--- src/rtl/hall_call_dispatcher.sv ---
`default_nettype none
// +--------------------------------------------------------------------------+
// | hall_call_dispatcher: latches hall calls, picks them round-robin and      |
// | offers each one to the nearer ready car of two.           Rev 1.0         |
// +--------------------------------------------------------------------------+
module hall_call_dispatcher #(
    parameter int FLOORS = 8,
    parameter int POS_W  = 3
) (
    input  logic              clk,
    input  logic              rst_n,
    input  logic [FLOORS-1:0] hall_req,
    input  logic [POS_W-1:0]  car0_pos,
    input  logic [POS_W-1:0]  car1_pos,
    input  logic              car0_rdy,
    input  logic              car1_rdy,
    output logic              car0_vld,
    output logic              car1_vld,
    output logic [POS_W-1:0]  car0_tgt,
    output logic [POS_W-1:0]  car1_tgt,
    output logic [FLOORS-1:0] pending,
    output logic [7:0]        dispatch_cnt
);

    localparam logic [POS_W-1:0]  c_last_floor = POS_W'(FLOORS - 1);
    localparam logic [FLOORS-1:0] c_one_hot0   = FLOORS'(1);

    typedef enum logic [1:0] {
        ST_IDLE   = 2'd0,
        ST_PICK   = 2'd1,
        ST_ASSIGN = 2'd2,
        ST_OFFER  = 2'd3
    } state_t;

    state_t            r_state;
    logic [FLOORS-1:0] r_pending;
    logic [POS_W-1:0]  r_rr_ptr;
    logic [POS_W-1:0]  r_sel_floor;
    logic              r_chosen_car1;
    logic              r_car0_vld;
    logic              r_car1_vld;
    logic [POS_W-1:0]  r_car0_tgt;
    logic [POS_W-1:0]  r_car1_tgt;
    logic [7:0]        r_dispatch_cnt;

    logic              w_pick_found;
    logic [POS_W-1:0]  w_pick_floor;
    logic              w_pick_car1;
    logic              w_handshake;
    logic [FLOORS-1:0] w_clr_mask;
    logic [POS_W-1:0]  w_rr_next;

    // Round-robin scan: first pending floor at or above rr_ptr, wrapping.
    always_comb begin
        int j;
        j            = 0;
        w_pick_found = 1'b0;
        w_pick_floor = '0;
        for (int i = 0; i < FLOORS; i++) begin
            j = int'(r_rr_ptr) + i;
            if (j >= FLOORS) begin
                j = j - FLOORS;
            end
            if (!w_pick_found && r_pending[j]) begin
                w_pick_found = 1'b1;
                w_pick_floor = POS_W'(j);
            end
        end
    end

    // Positions beyond the top floor count as the top floor for distance.
    always_comb begin
        int p0, p1, s, d0, d1;
        p0 = int'(car0_pos);
        p1 = int'(car1_pos);
        s  = int'(r_sel_floor);
        if (p0 > FLOORS - 1) p0 = FLOORS - 1;
        if (p1 > FLOORS - 1) p1 = FLOORS - 1;
        d0 = (p0 > s) ? (p0 - s) : (s - p0);
        d1 = (p1 > s) ? (p1 - s) : (s - p1);
        if (car0_rdy && car1_rdy) begin
            w_pick_car1 = (d1 < d0);
        end else begin
            w_pick_car1 = car1_rdy;
        end
    end

    assign w_handshake = (r_state == ST_OFFER) &&
                         (r_chosen_car1 ? (r_car1_vld && car1_rdy) : (r_car0_vld && car0_rdy));
    assign w_clr_mask  = w_handshake ? (c_one_hot0 << r_sel_floor) : '0;
    assign w_rr_next   = (r_sel_floor == c_last_floor) ? '0 : r_sel_floor + POS_W'(1);

    always_ff @(posedge clk or negedge rst_n) begin
        if (!rst_n) begin
            r_state        <= ST_IDLE;
            r_pending      <= '0;
            r_rr_ptr       <= '0;
            r_sel_floor    <= '0;
            r_chosen_car1  <= 1'b0;
            r_car0_vld     <= 1'b0;
            r_car1_vld     <= 1'b0;
            r_car0_tgt     <= '0;
            r_car1_tgt     <= '0;
            r_dispatch_cnt <= '0;
        end else begin
            // A new call on the floor being cleared wins over the clear.
            r_pending <= (r_pending & ~w_clr_mask) | hall_req;
            case (r_state)
                ST_IDLE: begin
                    if (|r_pending) begin
                        r_state <= ST_PICK;
                    end
                end
                ST_PICK: begin
                    if (w_pick_found) begin
                        r_sel_floor <= w_pick_floor;
                        r_state     <= ST_ASSIGN;
                    end else begin
                        r_state <= ST_IDLE;
                    end
                end
                ST_ASSIGN: begin
                    if (car0_rdy || car1_rdy) begin
                        r_chosen_car1 <= w_pick_car1;
                        if (w_pick_car1) begin
                            r_car1_vld <= 1'b1;
                            r_car1_tgt <= r_sel_floor;
                        end else begin
                            r_car0_vld <= 1'b1;
                            r_car0_tgt <= r_sel_floor;
                        end
                        r_state <= ST_OFFER;
                    end
                end
                ST_OFFER: begin
                    if (w_handshake) begin
                        r_car0_vld     <= 1'b0;
                        r_car1_vld     <= 1'b0;
                        r_car0_tgt     <= '0;
                        r_car1_tgt     <= '0;
                        r_rr_ptr       <= w_rr_next;
                        r_dispatch_cnt <= r_dispatch_cnt + 8'd1;
                        r_state        <= ST_IDLE;
                    end
                end
                default: begin
                    r_state <= ST_IDLE;
                end
            endcase
        end
    end

    assign car0_vld     = r_car0_vld;
    assign car1_vld     = r_car1_vld;
    assign car0_tgt     = r_car0_tgt;
    assign car1_tgt     = r_car1_tgt;
    assign pending      = r_pending;
    assign dispatch_cnt = r_dispatch_cnt;

endmodule
`default_nettype wire

--- config.mk ---
export PLATFORM = sky130hd
export DESIGN_NAME = hall_call_dispatcher
export DESIGN_NICKNAME = d
export VERILOG_FILES = /design/src/rtl/hall_call_dispatcher.sv
export SDC_FILE = /design/constraint.sdc
export NUM_CORES = 1
export LEC_CHECK = 0
export ABC_AREA = 1
export CORE_MARGIN = 10
export CORE_UTILIZATION = 50
export DETAILED_ROUTE_END_ITERATION = 8
export PLACE_DENSITY = 0.74
export SYNTH_ARGS = -nofsm -noshare
export SYNTH_HDL_FRONTEND = slang
export SYNTH_SLANG_ARGS = --single-unit
--- constraint.sdc ---
create_clock -name clk -period 6.9 [get_ports clk]
set_input_delay 1.38 -clock clk [delete_from_list [all_inputs] [get_ports clk]]
set_output_delay 1.38 -clock clk [all_outputs]
set_load 0.005 [all_outputs]
==> results of run 1 <==
sequential cells by signal, summed over array words and instances (netlist names), named ones only:
register and cells:
r_state 1, r_sel_floor 3, pending 8, r_rr_ptr 3, car1_vld 1, car0_tgt 3
car1_tgt 3, car0_vld 1, r_chosen_car1 1, dispatch_cnt 8
cells in the final DEF (no fill, tap or decap):
cell type        instances
nand3b_1                 1
a21oi_1                  6
nor4_1                   2
clkdlybuf4s50_1         41
xnor2_1                  7
fa_1                     6
o22ai_1                  1
ha_1                    24
clkbuf_8                 5
nand4_4                  1
o21bai_1                 5
nand2_4                  4
nor2_4                   1
clkbuf_1                 1
clkinv_2                 2
inv_2                    1
nand3_1                 27
inv_4                    1
xor2_1                   6
nand2_2                  5
nand4_1                  4
dfrtp_1                 33
nand3_2                 12
o41ai_1                  1
a21o_1                   1
a31oi_1                  1
nor2_8                   1
o21ai_1                  3
nor2_1                  22
buf_4                    1
a211oi_1                 1
inv_1                   54
mux2i_1                  3
o21ai_0                 28
nor3_1                   3
nand2_1                 90
layout make-up:
class | count | area [sq um] | area share (%)
clock inverter | 2 | 10.0 | 0.302
timing repair buffer | 42 | 418 | 12.6
clock buffer | 6 | 72.6 | 2.19
tap | 72 | 90.1 | 2.72
inverter | 56 | 213 | 6.41
multi-input combinational | 266 | 1690 | 50.9
sequential | 33 | 826 | 24.9
worst max-delay path by stage:
stage,end,cells after the start
3_3_place_gp,car0_vld,16
2_1_floorplan,car0_tgt[0],15
3_5_place_dp,car0_tgt[2],16
5_1_grt,car1_tgt[2],17
6_report,car0_tgt[0],16
4_1_cts,car0_tgt[0],16
metal layers:
metal / global-route usage [%] / up-vias / wire length, microns
li1: - / 1246 / -
met3: 4.68 / 7 / 437
met1: 18.7 / 1143 / 2930
met5: 0 / - / 0
met4: 4.36 / 0 / 68
met2: 24.6 / 49 / 3180
per-stage QoR:
step	worst slack [ns]	total power [uW]	utilization (%)	cell area [sq um]	hold WS (ns)
after floorplan	3.07	1110	-	2780	0.468
after global placement	2.43	1340	59.5	3230	0.460
after detailed placement	2.20	1370	59.5	3230	0.467
after CTS	2.52	1520	61.0	3320	0.475
after global routing	2.27	1680	61.0	3320	0.504
final	2.51	1510	61.0	3320	0.472
cells by family (layout without fill, tap and decap cells):
group,Yosys count,after routing,share of synthesized area (%)
simple gates,173,173,31.1
xor+xnor,13,13,4.10
fa+ha+maj,30,30,15.1
flops,33,33,29.7
compound gates,47,47,9.33
mux,3,3,1.08
buf+inv,61,106,9.46
where the power goes:
part / total (uW) / switching (uW) / internal [uW]
logic: 1010 / 629 / 385
registers: 359 / 104 / 255
clock network: 141 / 71.1 / 69.9
total: 1510 / 803 / 710
worst max-delay path, stage by stage:
cell and delay (ns):
clkdlybuf4s50_1 0.48, inv_1 0.05, ha_1 0.21, fa_1 0.38, fa_1 0.37, inv_1 0.05, o21ai_0 0.21, mux2i_1 0.21
ha_1 0.32, inv_1 0.05, nor3_1 0.11, o21ai_0 0.11, nand3_1 0.08, nand3_1 0.12, o21ai_1 0.27, o21ai_0 0.15
==> impl_metrics.yaml, run 1 <==
clock_network:
  tritoncts.num_buffers: 5
  tritoncts_num_sinks: 33
  cts_hold_buffers: 0
  cts_resized: 0
  cts-htree-levels: 2
  cts_tree: "yes"
  cts_setup_buffers: 0
  cts.root.buffer_cell: "clkbuf_8"
  cts-root-to-sink-buffers: 2
  path_clk_slew_ns: 0.07
  insertion_delay_ns: 0.29
final_layout:
  area_growth_syn_to_layout_pct: 19.5
  fillCellCount: 501
  drive_gt1_share_pct: 8.40
  nNetsFinal: 452
  finalNonFillerCells: 477
  antennaDiodeCount: 0
sta:
  fin_setup_tns_ns: 0
  final-max-slew-violation-count: 0
  setup_viol: 0
  hold_viol_final: 0
  period_minus_slack_ns: 4.39
  relSlewSlack_pct: 44.2
  worst_clock_skew_ns: 0.00973
  fmax_mhz: 228
  fin_crit_sh_pct: 63.7
  worst_max_slew_pin_slew_ns: 0.834
  rsz0062_at_grt: "no"
worst_setup_path:
  cp_data_arrival_time_ns: 4.55
  cp-end-kind: "register"
  criticalPathCategory: "in2reg"
  reg2regPathDepth: 14
  timing.reg2reg.setup_slack_ns: 3.61
  critPathRequiredTime_ns: 7.05
  crit_path_max_fanout: 7
  worstReg2RegEnd: "car0_tgt[0]"
  reg2reg_from: "r_sel_floor[0]"
  critical_path_start: "car1_pos[0]"
  startpoint_class: "input pin"
routing:
  drt_wl_total_mm: 6.62
  detailedRoute.firstPassIterationCount: 6
  dr_total_vias: 2445
  detail_route.vias_per_cell: 5.13
  drc_errors: 0
  routed_wire_length_per_instance_microns: 13.9
  postRouteAntennaNets: 0
  drt-initial-drc-count: 80
die:
  die_w_microns: 94.5
  core-area_sq_um: 5440
  die_height_microns: 94.5
  initial_core_util_pct: 51.0
  std_cell_rows: 27
  design.die.area_sq_um: 8930
  ios: 42
placed_design:
  routabilityCongestion: 0.887
  cell_count_after_placement: 469
  io_port_bufs: 41
  detailed_place_hpwl_mm: 5.27
grt:
  grt_first_pass_wirelength_mm: 11.0
  grt_max_degree: 34
  antenna_found_initial: 0
  overflow: 0
  grt_usage_pct: 15.1
  grt_pass1_vias: 2388
run:
  max_cap_viol_count: 0
yosys:
  netlist-cell-type-count: 35
  number_of_enable_flip_flop_cells_after_synthesis: 0
  synthesis.yosys.warnings: 0
  asyncSetResetFlopFracSynth_pct: 100
  synth_commonest_cells: "90 x nand2_1, 54 x inv_1, 33 x dfrtp_1"
  synth_top_cell_by_area: "dfrtp_1"
  synth_sequential_area_ratio_pct: 29.7
  syn_avg_cell_area_sq_um: 7.71
  synthMostInstantiatedCell: "nand2_1"
  syn_nets: 408
  synth_top_cells_by_area: "dfrtp_1 30%, nand2_1 12%, ha_1 11%, inv_1 7.3%, o21ai_0 5.0%"
  share_of_the_synthesized_area_in_the_top_cell_type_pct: 29.7
  postSynthRegisterBits: 33
  synthCells: 360
  synthesis.area_sq_um: 2780
  prevailing_post_synth_register_cell: "dfrtp_1"
power_and_ir_drop:
  pwr_density_cell_nw_per_um2: 456
  power.ir.vdd_worst_uv: 235
  power_leakage_uw: 0.00171
worst_hold_path:
  worst_hold_path_type: "reg2reg"
  min-delay-start: "dispatch_cnt[7]"
  min_delay_path_depth: 1
  worstHoldEndpoint: "dispatch_cnt[7]"
run_status:
  run_status: "complete, no violations"
Note: power is estimated with default switching activity, not from simulation.
==> run 2: changes to the inputs <==
Settings changed: PLACE_DENSITY 0.74 to 0.77.
Clock period 6.9 ns to 3.75 ns, I/O delays scaled along.
==> run 2 against run 1 <==
Hold slack improved by 0.023 ns. Combinational power rose by 88%. Clock skew fell by 0.0070 ns. Routed wire length fell by 1.3%. Clock power rose by 110%. Critical endpoint is now car1_tgt[1].
==> impl_metrics.yaml, run 2 (same netlist as run 1, synthesis figures left out) <==
sta:
  worst_max_slew_pin_slew_ns: 0.557
  fin_crit_sh_pct: 94.2
  relSlewSlack_pct: 62.5
  hold_viol_final: 0
  period_minus_slack_ns: 3.53
  fmax_mhz: 283
  whs_ns: 0.495
  setup_viol: 0
  final-max-slew-violation-count: 0
  rsz0062_at_grt: "no"
  worst_clock_skew_ns: 0.00276
run:
  max_cap_viol_count: 0
worst_setup_path:
  cp_data_arrival_time_ns: 3.71
  startpoint_class: "input pin"
  critical_path.most_common_cell: "inv_1"
  crit_family: "adder cells"
  reg2reg_from: "r_sel_floor[0]"
  crit_path_max_fanout: 7
  cp_num_buf_inv: 4
  critical_path_start: "car1_pos[0]"
  critical_path.max_stage_delay_ns: 0.49
  slowest_stage: "clkdlybuf4s50_1"
  criticalPathCategory: "in2reg"
  critPathRequiredTime_ns: 3.92
  cp-end-kind: "register"
  cp_cell_sequence: "clkdlybuf4s50_1 -> inv_1 -> ha_1 -> fa_1 -> fa_1 -> inv_1 -> o21ai_1 -> mux2i_1 -> ha_1 -> inv_1 -> nor3_1 -> o21ai_0 -> nand3_1 -> nand3_1 -> nand2_1 -> nand2_2 -> nand2_1 -> o21ai_0"
clock_network:
  cts_tree: "yes"
  path_clk_slew_ns: 0.07
  cts.root.buffer_cell: "clkbuf_8"
  tritoncts.num_buffers: 5
  insertion_delay_ns: 0.29
  cts_resized: 0
  cts_setup_buffers: 0
  cts-root-to-sink-buffers: 2
  tritoncts_num_sinks: 33
  cts-htree-levels: 2
  cts_hold_buffers: 0
power_and_ir_drop:
  pwr_density_cell_nw_per_um2: 841
  power.ir.vdd_worst_uv: 415
  power_leakage_uw: 0.00175
run_status:
  run_status: "complete, no violations"
routing:
  detail_route.vias_per_cell: 5.07
  routed_wire_length_per_instance_microns: 13.6
  drc_errors: 0
  detailedRoute.firstPassIterationCount: 4
  postRouteAntennaNets: 0
  drt-initial-drc-count: 114
  drt_wl_total_mm: 6.54
  dr_total_vias: 2445
worst_hold_path:
  min-delay-start: "car1_tgt[2]"
  worst_hold_path_type: "reg2reg"
placed_design:
  routabilityCongestion: 0.887
  io_port_bufs: 41
  detailed_place_hpwl_mm: 5.24
die:
  std_cell_rows: 27
  die_height_microns: 94.5
  die_w_microns: 94.5
  core-area_sq_um: 5440
  initial_core_util_pct: 51.0
  ios: 42
  design.die.area_sq_um: 8930
grt:
  overflow: 0
  grt_max_degree: 34
  grt_first_pass_wirelength_mm: 11.1
  antenna_found_initial: 0
  grt_pass1_vias: 2442
  grt_usage_pct: 15.2
final_layout:
  antennaDiodeCount: 0
  mostFrequentLayoutCells: "89 x nand2_1, 54 x inv_1, 41 x clkdlybuf4s50_1"
  finish.utilization_pct: 62.1
  drive_gt1_share_pct: 10.2
  final_common_cell: "nand2_1"
  nNetsFinal: 457
  area_growth_syn_to_layout_pct: 21.7
run 2: path summary, 6_finish.rpt:
kind	end	cells after the start	slack (ns)
setup / recovery	car1_tgt[1]	18	0.22
min in group asynchronous	dispatch_cnt[4]	2	0.85
setup reg to reg	car1_tgt[1]	16	0.69
max in group asynchronous	r_state[0]	2	2.59
hold / removal	car1_tgt[2]	2	0.49
hold reg to reg	car1_tgt[2]	2	0.49
run 2: final cells by class:
| cell class | instances | area, sq um |
|---|---|---|
| fill | 496 | 2060 |
| multi-input combinational | 266 | 1690 |
| sequential | 33 | 826 |
| timing repair buffer | 47 | 455 |
| inverter | 56 | 213 |
| clock buffer | 7 | 96.3 |
| tap | 72 | 90.1 |
| clock inverter | 1 | 5.00 |
run 2: power breakdown:
part / leakage [uW] / internal [uW] / switching (uW)
registers: 0.000382 / 470 / 178
logic: 0.00131 / 729 / 1170
clock network: 0.0000542 / 166 / 131
total: 0.00175 / 1360 / 1480
run 2: worst min-delay path: cells and delay by family, from the launching register on:
family           cells  cell delay [ns]
AO/OA/AOI/OAI        1             0.06
flip-flops           1             0.35
AND/OR/NAND/NOR      1             0.05
run 2: stage by stage:
step / instance area (sq um) / TNS [ns] / worst slack, ns / power, uW / std cells
6_report: 3380 / 0 / 0.216 / 2840 / 482
5_1_grt: 3380 / 0 / 0.0102 / 3150 / 482
4_1_cts: 3370 / 0 / 0.103 / 2850 / 482
3_5_place_dp: 3270 / -1.50 / -0.210 / 2540 / 474
3_3_place_gp: 3270 / -0.277 / -0.0498 / 2480 / 474
2_1_floorplan: 2780 / 0 / 0.549 / 2050 / 360
run 2: metal layers:
layer,vias to the layer above,wire length (microns),track usage (%)
li1,1252,-,-
met1,1137,2880,18.4
met2,50,3210,25.8
met3,6,396,4.92
met4,0,49,3.49
met5,-,0,0
==> run 3: changes to the inputs <==
Settings changed: ABC_CLOCK_PERIOD_IN_PS from default to 3100, HOLD_SLACK_MARGIN from default to 0.08.
Clock period 3.75 ns to 3.1 ns, I/O delays scaled along.
==> run 3 against run 2 <==
Hold slack got worse by 0.021 ns. Final area rose by 6.3%. Core utilization rose by 3.9 points. Total power is 31% higher. Final cell count is 4.1% higher. Worst setup slack got worse by 0.085 ns. Sequential power is 16% higher. First-iteration DRC count decreased by 7.0%. Sequential share of layout area is 1.4 points lower. Flip-flop and latch count unchanged. Routed wire length is 8.7% higher. Critical path type unchanged.
==> impl_metrics.yaml, run 3 (same netlist as run 1, synthesis figures left out) <==
clock_network:
  tritoncts.num_buffers: 5
  tritoncts_num_sinks: 33
  cts.root.buffer_cell: "clkbuf_8"
  cts_tree: "yes"
  insertion_delay_ns: 0.29
  path_clk_slew_ns: 0.07
  cts-root-to-sink-buffers: 2
  cts-htree-levels: 2
routing:
  detailedRoute.firstPassIterationCount: 5
  detail_route.vias_per_cell: 5.05
  postRouteAntennaNets: 0
  drt_wl_total_mm: 7.11
  drt-initial-drc-count: 106
  dr_total_vias: 2537
  routed_wire_length_per_instance_microns: 14.2
  drc_errors: 0
run_status:
  run_status: "complete, no violations"
sta:
  worst_max_slew_pin_slew_ns: 0.574
  final-max-slew-violation-count: 0
  relSlewSlack_pct: 61.5
  hold_viol_final: 0
  setup_viol: 0
  period_minus_slack_ns: 2.97
  pnr_worst_setup_slack_ns: 0.131
  fin_crit_sh_pct: 95.8
  worst_clock_skew_ns: 0.00710
  fmax_mhz: 337
die:
  initial_core_util_pct: 51.0
  die_w_microns: 94.5
  ios: 42
  die_height_microns: 94.5
  std_cell_rows: 27
  design.die.area_sq_um: 8930
  core-area_sq_um: 5440
power_and_ir_drop:
  power_leakage_uw: 0.00186
  p_clk_share_pct: 8.4
  power.net_switching_uw: 1930
  sequentialPowerShare_pct: 20.1
  pwr_density_cell_nw_per_um2: 1040
  internal_power_uw: 1790
  power.combinational.fraction_pct: 71.5
  switching_share_pct: 51.9
  power.ir.vdd_worst_uv: 578
worst_setup_path:
  crit_path_max_fanout: 7
  cp_data_arrival_time_ns: 3.13
  cp-end-kind: "register"
  critPathRequiredTime_ns: 3.26
  criticalPathCategory: "in2reg"
  startpoint_class: "input pin"
grt:
  grt_usage_pct: 16.2
  grt_pass1_vias: 2626
  overflow: 0
  grt_first_pass_wirelength_mm: 11.9
  antenna_found_initial: 0
  grt_max_degree: 34
final_layout:
  multi_input_area_sq_um: 1770
  antennaDiodeCount: 0
  ff_latch_area_sq_um: 826
  nNetsFinal: 477
  finished_layout_cell_area_sq_um: 3590
  fillCellCount: 433
  area_growth_syn_to_layout_pct: 29.4
  final_common_cell: "nand2_1"
  drive_gt1_share_pct: 19.1
  mostFrequentLayoutCells: "87 x nand2_1, 51 x inv_1, 37 x clkdlybuf4s50_1"
placed_design:
  detailed_place_hpwl_mm: 5.44
  routabilityCongestion: 0.866
  io_port_bufs: 41
  detailed_place.area_sq_um: 3390
  detailedPlace.worstSlack_ns: -0.746
worst_hold_path:
  worst_hold_path_type: "reg2reg"
run:
  max_cap_viol_count: 0
==> run 3: per-layer routing <==
metal	global-route usage, %	vias to the layer above	routed length (microns)
li1	-	1294	-
met1	19.7	1174	3100
met2	27.1	60	3510
met3	4.92	9	418
met4	4.24	0	77
met5	0	-	0
==> run 3: final timing paths <==
check                                     start         endpoint  slack, ns  depth (start not counted)
worst max-delay path                car0_pos[0]      car1_tgt[1]       0.13                         18
worst min-delay path            dispatch_cnt[7]  dispatch_cnt[7]       0.47                          1
worst max register to register   r_sel_floor[0]      car1_tgt[1]       0.29                         15
worst min register to register  dispatch_cnt[7]  dispatch_cnt[7]       0.47                          1
max in group asynchronous                 rst_n      car0_tgt[2]       2.06                          2
min in group asynchronous                 rst_n  dispatch_cnt[6]       0.73                          2
==> run 3: cell type report <==
cell class / count / share of cell area [%]
timing repair buffer: 67 / 16.9
clock inverter: 2 / 0.279
inverter: 56 / 5.92
sequential: 33 / 23.0
multi-input combinational: 266 / 49.4
tap: 72 / 2.51
clock buffer: 6 / 2.02
==> run 3: timing repair <==
item	CTS	global route
pin swaps	9	7
gates cloned	0	0
hold buffers	0	0
buffers inserted	3	1
resized for setup	23	12
setup endpoints to repair	9	9
==> run 3: critical path, stage by stage <==
cell	delay (ns)
dlygate4sd2_1	0.24
inv_1	0.06
ha_2	0.18
inv_2	0.04
fa_2	0.31
inv_1	0.08
fa_2	0.18
o21bai_4	0.15
mux2i_1	0.23
ha_1	0.26
a21oi_1	0.17
o21ai_1	0.08
nand3_1	0.09
nand3_2	0.13
nand2_2	0.12
nand2_4	0.07
nand2_1	0.07
o21ai_0	0.07
==> run 3: stage by stage <==
stage	util, %	TNS [ns]	instances	hold slack, ns	total power [uW]
2_1_floorplan	-	0	360	0.324	2480
6_report	66.0	0	502	0.474	3730
5_1_grt	66.0	-0.0445	502	0.495	4120
4_1_cts	65.1	0	501	0.476	3620
3_5_place_dp	62.4	-6.14	490	0.467	3180
3_3_place_gp	62.4	-4.84	490	0.459	3100
==> run 3: power groups by stage <==
stage	clock, uW	combinational, uW	sequential [uW]
after detailed placement	0	2430	746
after global placement	0	2350	746
final	312	2670	750
after floorplan	0	1770	704
after CTS	320	2550	744
after global routing	337	3010	773
